File: src/rtl/sr595_serializer.sv
// sr595_serializer: shifts one parallel word MSB-first into a chain of 74HC595
// shift registers. A single latch pulse then updates the 595 outputs.
// Handshake is valid/ready. Words offered while a transfer is in flight are ignored.

module sr595_serializer #(
    parameter int NUM_ICS      = 2,
    parameter int CLK_DIV      = 4,
    parameter int LATCH_CYCLES = 1
) (
    input  logic                   clk,
    input  logic                   rst_n,
    input  logic [8*NUM_ICS-1:0]   data_i,
    input  logic                   valid_i,
    output logic                   ready_o,
    output logic                   sclk_o,
    output logic                   data_o,
    output logic                   latch_o,
    output logic                   busy_o,
    output logic                   done_o
);

    localparam int W       = 8 * NUM_ICS;
    localparam int MAX_DIV = (CLK_DIV > LATCH_CYCLES) ? CLK_DIV : LATCH_CYCLES;
    localparam int DIV_W   = $clog2(MAX_DIV) + 1;
    localparam int BIT_W   = $clog2(W) + 1;

    localparam logic [DIV_W-1:0] DIV_LAST   = DIV_W'(CLK_DIV - 1);
    localparam logic [DIV_W-1:0] LATCH_LAST = DIV_W'(LATCH_CYCLES - 1);
    localparam logic [DIV_W-1:0] DIV_ONE    = DIV_W'(1);
    localparam logic [BIT_W-1:0] BIT_LAST   = BIT_W'(W - 1);
    localparam logic [BIT_W-1:0] BIT_ONE    = BIT_W'(1);

    localparam logic [1:0] StIdle    = 2'd0;
    localparam logic [1:0] StShiftLo = 2'd1;
    localparam logic [1:0] StShiftHi = 2'd2;
    localparam logic [1:0] StLatch   = 2'd3;

    logic [1:0]       state_q,   state_d;
    logic [W-1:0]     shift_q,   shift_d;
    logic [DIV_W-1:0] div_cnt_q, div_cnt_d;
    logic [BIT_W-1:0] bit_cnt_q, bit_cnt_d;
    logic             sclk_q,    sclk_d;
    logic             data_q,    data_d;
    logic             latch_q,   latch_d;
    logic             done_q,    done_d;

    // Next-state logic: each phase holds for its divider count, then advances.
    always_comb begin
        state_d   = state_q;
        shift_d   = shift_q;
        div_cnt_d = div_cnt_q;
        bit_cnt_d = bit_cnt_q;
        sclk_d    = sclk_q;
        data_d    = data_q;
        latch_d   = latch_q;
        done_d    = 1'b0;

        case (state_q)
            StIdle: begin
                if (valid_i) begin
                    shift_d   = data_i;
                    data_d    = data_i[W-1];
                    div_cnt_d = '0;
                    bit_cnt_d = '0;
                    state_d   = StShiftLo;
                end
            end
            StShiftLo: begin
                if (div_cnt_q == DIV_LAST) begin
                    div_cnt_d = '0;
                    sclk_d    = 1'b1;
                    state_d   = StShiftHi;
                end else begin
                    div_cnt_d = div_cnt_q + DIV_ONE;
                end
            end
            StShiftHi: begin
                if (div_cnt_q == DIV_LAST) begin
                    div_cnt_d = '0;
                    sclk_d    = 1'b0;
                    if (bit_cnt_q == BIT_LAST) begin
                        // Latch rises on the same edge sclk falls, so they never overlap.
                        latch_d = 1'b1;
                        state_d = StLatch;
                    end else begin
                        // Next bit changes only on the falling sclk edge.
                        shift_d   = shift_q << 1;
                        data_d    = shift_q[W-2];
                        bit_cnt_d = bit_cnt_q + BIT_ONE;
                        state_d   = StShiftLo;
                    end
                end else begin
                    div_cnt_d = div_cnt_q + DIV_ONE;
                end
            end
            StLatch: begin
                if (div_cnt_q == LATCH_LAST) begin
                    div_cnt_d = '0;
                    bit_cnt_d = '0;
                    latch_d   = 1'b0;
                    data_d    = 1'b0;
                    done_d    = 1'b1;
                    state_d   = StIdle;
                end else begin
                    div_cnt_d = div_cnt_q + DIV_ONE;
                end
            end
            default: begin
                state_d = StIdle;
            end
        endcase
    end

    // State registers. Reset aborts any transfer without a latch pulse.
    always_ff @(posedge clk or negedge rst_n) begin
        if (!rst_n) begin
            state_q   <= StIdle;
            shift_q   <= '0;
            div_cnt_q <= '0;
            bit_cnt_q <= '0;
            sclk_q    <= 1'b0;
            data_q    <= 1'b0;
            latch_q   <= 1'b0;
            done_q    <= 1'b0;
        end else begin
            state_q   <= state_d;
            shift_q   <= shift_d;
            div_cnt_q <= div_cnt_d;
            bit_cnt_q <= bit_cnt_d;
            sclk_q    <= sclk_d;
            data_q    <= data_d;
            latch_q   <= latch_d;
            done_q    <= done_d;
        end
    end

    // Outputs. Ready is purely the idle state, so a word can be taken on the done cycle.
    always_comb begin
        ready_o = (state_q == StIdle);
        busy_o  = (state_q != StIdle);
        sclk_o  = sclk_q;
        data_o  = data_q;
        latch_o = latch_q;
        done_o  = done_q;
    end

endmodule

File: config.mk
export PLATFORM = sky130hd
export DESIGN_NAME = sr595_serializer
export DESIGN_NICKNAME = d
export VERILOG_FILES = /design/src/rtl/sr595_serializer.sv
export SDC_FILE = /design/constraint.sdc
export NUM_CORES = 1
export LEC_CHECK = 0
export ABC_AREA = 1
export BUFFER_PORTS_ARGS = -buffer_cell sky130_fd_sc_hd__buf_2
export CAP_MARGIN = 10
export CORE_ASPECT_RATIO = 0.8
export CORE_MARGIN = 2
export CORE_UTILIZATION = 45
export CTS_CLUSTER_DIAMETER = 120
export DETAILED_ROUTE_END_ITERATION = 6
export HOLD_SLACK_MARGIN = 0.05
export SETUP_SLACK_MARGIN = 0.2
export SYNTH_ARGS = -nofsm -noshare
export SYNTH_HDL_FRONTEND = slang
export SYNTH_SLANG_ARGS = --single-unit
File: constraint.sdc
create_clock -name clk -period 2 [get_ports clk]
set_input_delay 0.1 -clock clk [delete_from_list [all_inputs] [get_ports clk]]
set_output_delay 0.1 -clock clk [all_outputs]
set_load 0.05 [all_outputs]
==> flow_summary.yaml <==
outcome:
  status: "finished clean"
global_routing:
  grt_first_pass_wirelength_mm: 5.62
  grt_max_degree: 31
  overflow: 0
  antenna_found_initial: 0
  grt_pass1_vias: 1239
  use_met2: 0.247
  grt_usage: 0.166
  grtUsageMet1: 0.233
  grt_use_met3: 0.0449
  grt-busiest-layer: "met2"
detailed_routing:
  drtPass1Iterations: 4
  vias: 1403
  drtAntennaViolNets: 0
  viasPerCell: 4.60
  drc_errors: 0
  wl_per_cell_um: 11.4
  drt_iter0_markers: 55
  wl_mm: 3.49
yosys:
  synth_top_family_by_area: "simple AND/OR/NAND/NOR gates"
  synthSimpleGateAreaFrac: 0.294
  syn_inst: 218
  synth_area_um2: 1820
  synth.distinct_cells: 22
  syn-num-nets: 249
  synth_mux_area_frac: 0
  ys_seq_area_frac: 0.399
  synth-compound-area-share: 0.135
  syn_area_per_cell_um2: 8.35
  yosys_warnings: 0
  ys_ff_latch: 29
  synth_fa_ha_area_frac: 0.0825
  synth_xor_xnor_area_share: 0
finish:
  final_cell_area_um2: 2130
  layout.nets: 280
  area_growth_pct: 17.3
  drive_gt1_frac: 0.356
  stdcell_count: 305
  antenna_cells: 0
  fillers: 385
timing:
  setup-violations-final: 0
  final.setup_skew_ns: 0.00245
  tns_ns: 0
  slew_violations: 0
  worst_slack_ns: 0.316
  relSlewSlack: 0.558
  fmax_mhz: 594
  tightestPinTransition_ns: 0.663
  hold_viol: 0
  finalCriticalPeriod_ns: 1.68
  finalCritPeriodShare: 0.842
  rsz0062_at_grt: "false"
clocking:
  clk_latency_ns: 0.27
  root_buffer: "clkbuf_8"
  clk_pin_slew_ns: 0.06
  numCtsBuffers: 5
  htreeDepth: 2
  clock_path_buffers: 2
  cts_tree: "yes"
  clock-sinks: 29
die:
  initial_core_util: 0.475
  io_pins: 25
  fp.dieH_um: 60.9
  core_area_um2: 3830
  die-area_um2: 4570
  placementRows: 20
  die_w_um: 75.1
setup_path:
  required_ns: 2.16
  criticalPathCategory: "reg2reg"
  crit_arrival_ns: 1.85
  cp_max_fo: 7
  crit_path_end_kind: "register"
  start_kind: "register"
flow_run:
  cap_violations: 0
placement:
  dp_cells: 292
  io_buffers: 24
  dpl_cell_area_um2: 1970
  dp_slack_ns: 0.196
  dp_hpwl_mm: 2.39
  gp_congestion: 0.798
power_and_ir_drop:
  total_power_uw: 3520
  leakagePower_uw: 0.00111
  power_density_nw_per_um2: 1650
  peakVddDrop_mv: 0.841
worst_hold_path:
  min_path_type: "in2reg"
-- final timing paths --
path,cells after the start,to,startpoint,slack (ns)
setup reg to reg,11,shift_q[1]$_DFFE_PN0P_,bit_cnt_q[0]$_DFFE_PN0P_,0.32
max in group asynchronous,2,bit_cnt_q[4]$_DFFE_PN0P_,rst_n,1.18
hold / removal,3,shift_q[0]$_DFFE_PN0P_,data_i[0],0.09
hold reg to reg,2,latch_o$_DFFE_PN0P_,latch_o$_DFFE_PN0P_,0.46
setup / recovery,11,shift_q[1]$_DFFE_PN0P_,bit_cnt_q[0]$_DFFE_PN0P_,0.32
min in group asynchronous,2,div_cnt_q[0]$_DFFE_PN0P_,rst_n,0.39
-- flip-flops by register name, summed over array words and instances, names as in the netlist --
name	cells
done_o	1
latch_o	1
bit_cnt_q	5
data_o	1
sclk_o	1
state_q	2
div_cnt_q	3
shift_q	15
-- worst max-delay path, stage by stage (launching register included) --
cell	delay [ns]
dfrtp_1	0.39
ha_2	0.19
nand2_1	0.08
nor2_1	0.04
ha_2	0.18
nand2_2	0.09
inv_1	0.07
nor2_4	0.11
nand3_4	0.13
clkbuf_16	0.19
nand2_1	0.07
o21ai_2	0.05
-- power breakdown --
group          switching, uW  total, uW  internal (uW)
sequential               158        994            837
combinational           1270       2070            796
clock                    213        453            240
total                   1640       3520           1870
-- synth_stat cells --
library cell	n	area, um^2
a21oi_2	1	8.76
buf_6	6	67.6
clkbuf_2	1	5.00
dfrtp_1	29	726
ha_1	12	150
inv_1	19	71.3
inv_2	3	11.3
inv_4	1	6.26
nand2_1	58	218
nand2_2	7	43.8
nand2_4	2	22.5
nand3_1	10	50.1
nand3_4	1	17.5
nand3b_1	1	7.51
nand4_1	1	6.26
nor2_1	13	48.8
nor2_4	3	33.8
o21ai_0	14	70.1
o21ai_1	6	30.0
o21ai_2	15	131
o22ai_1	1	6.26
or2_2	14	87.6
-- timing repair --
action	4_1_cts	5_1_grt
pin swaps	0	2
setup endpoints to repair	10	21
endpoints found under the hold margin	29	0
gates cloned	0	2
setup buffers	1	1
gates resized for setup	0	4
hold buffers	1	0
-- kinds of logic after synthesis --
kind of cell               Yosys count
DFF                                 29
adders and majority gates           12
buffers and inverters               30
and+or+nand+nor                    110
AOI/OAI and AO/OA                   37
-- layout by cell type, fill, tap and decap left out, drive strengths merged --
cell type / n
a21oi: 1
buf: 28
clkbuf: 8
clkinv: 2
dfrtp: 29
dlygate4sd3: 1
ha: 12
inv: 23
nand2: 67
nand3: 11
nand3b: 1
nand4: 1
nor2: 16
o21ai: 35
o22ai: 1
or2: 14
-- through the flow --
step | hold slack, ns | utilization
CTS | 0.0831 | 0.540
global placement | 0.174 | 0.513
floorplan | -0.196 | -
detailed placement | 0.179 | 0.513
global route | 0.0773 | 0.557
finish | 0.0869 | 0.557
-- routing by layer --
layer  share of wire  vias up
li1                -      747
met1            0.52      637
met2            0.45       15
met3           0.022        4
met4          0.0086        0
met5               0        -
-- final cells by class --
type	count	area [um^2]	area share
multi-input combinational	159	945	0.443
sequential	29	726	0.340
timing repair buffer	31	223	0.104
inverter	23	88.8	0.0416
clock buffer	6	72.6	0.0340
tap	55	68.8	0.0323
clock inverter	2	10.0	0.00469
Power figures use the tool's default switching activity.
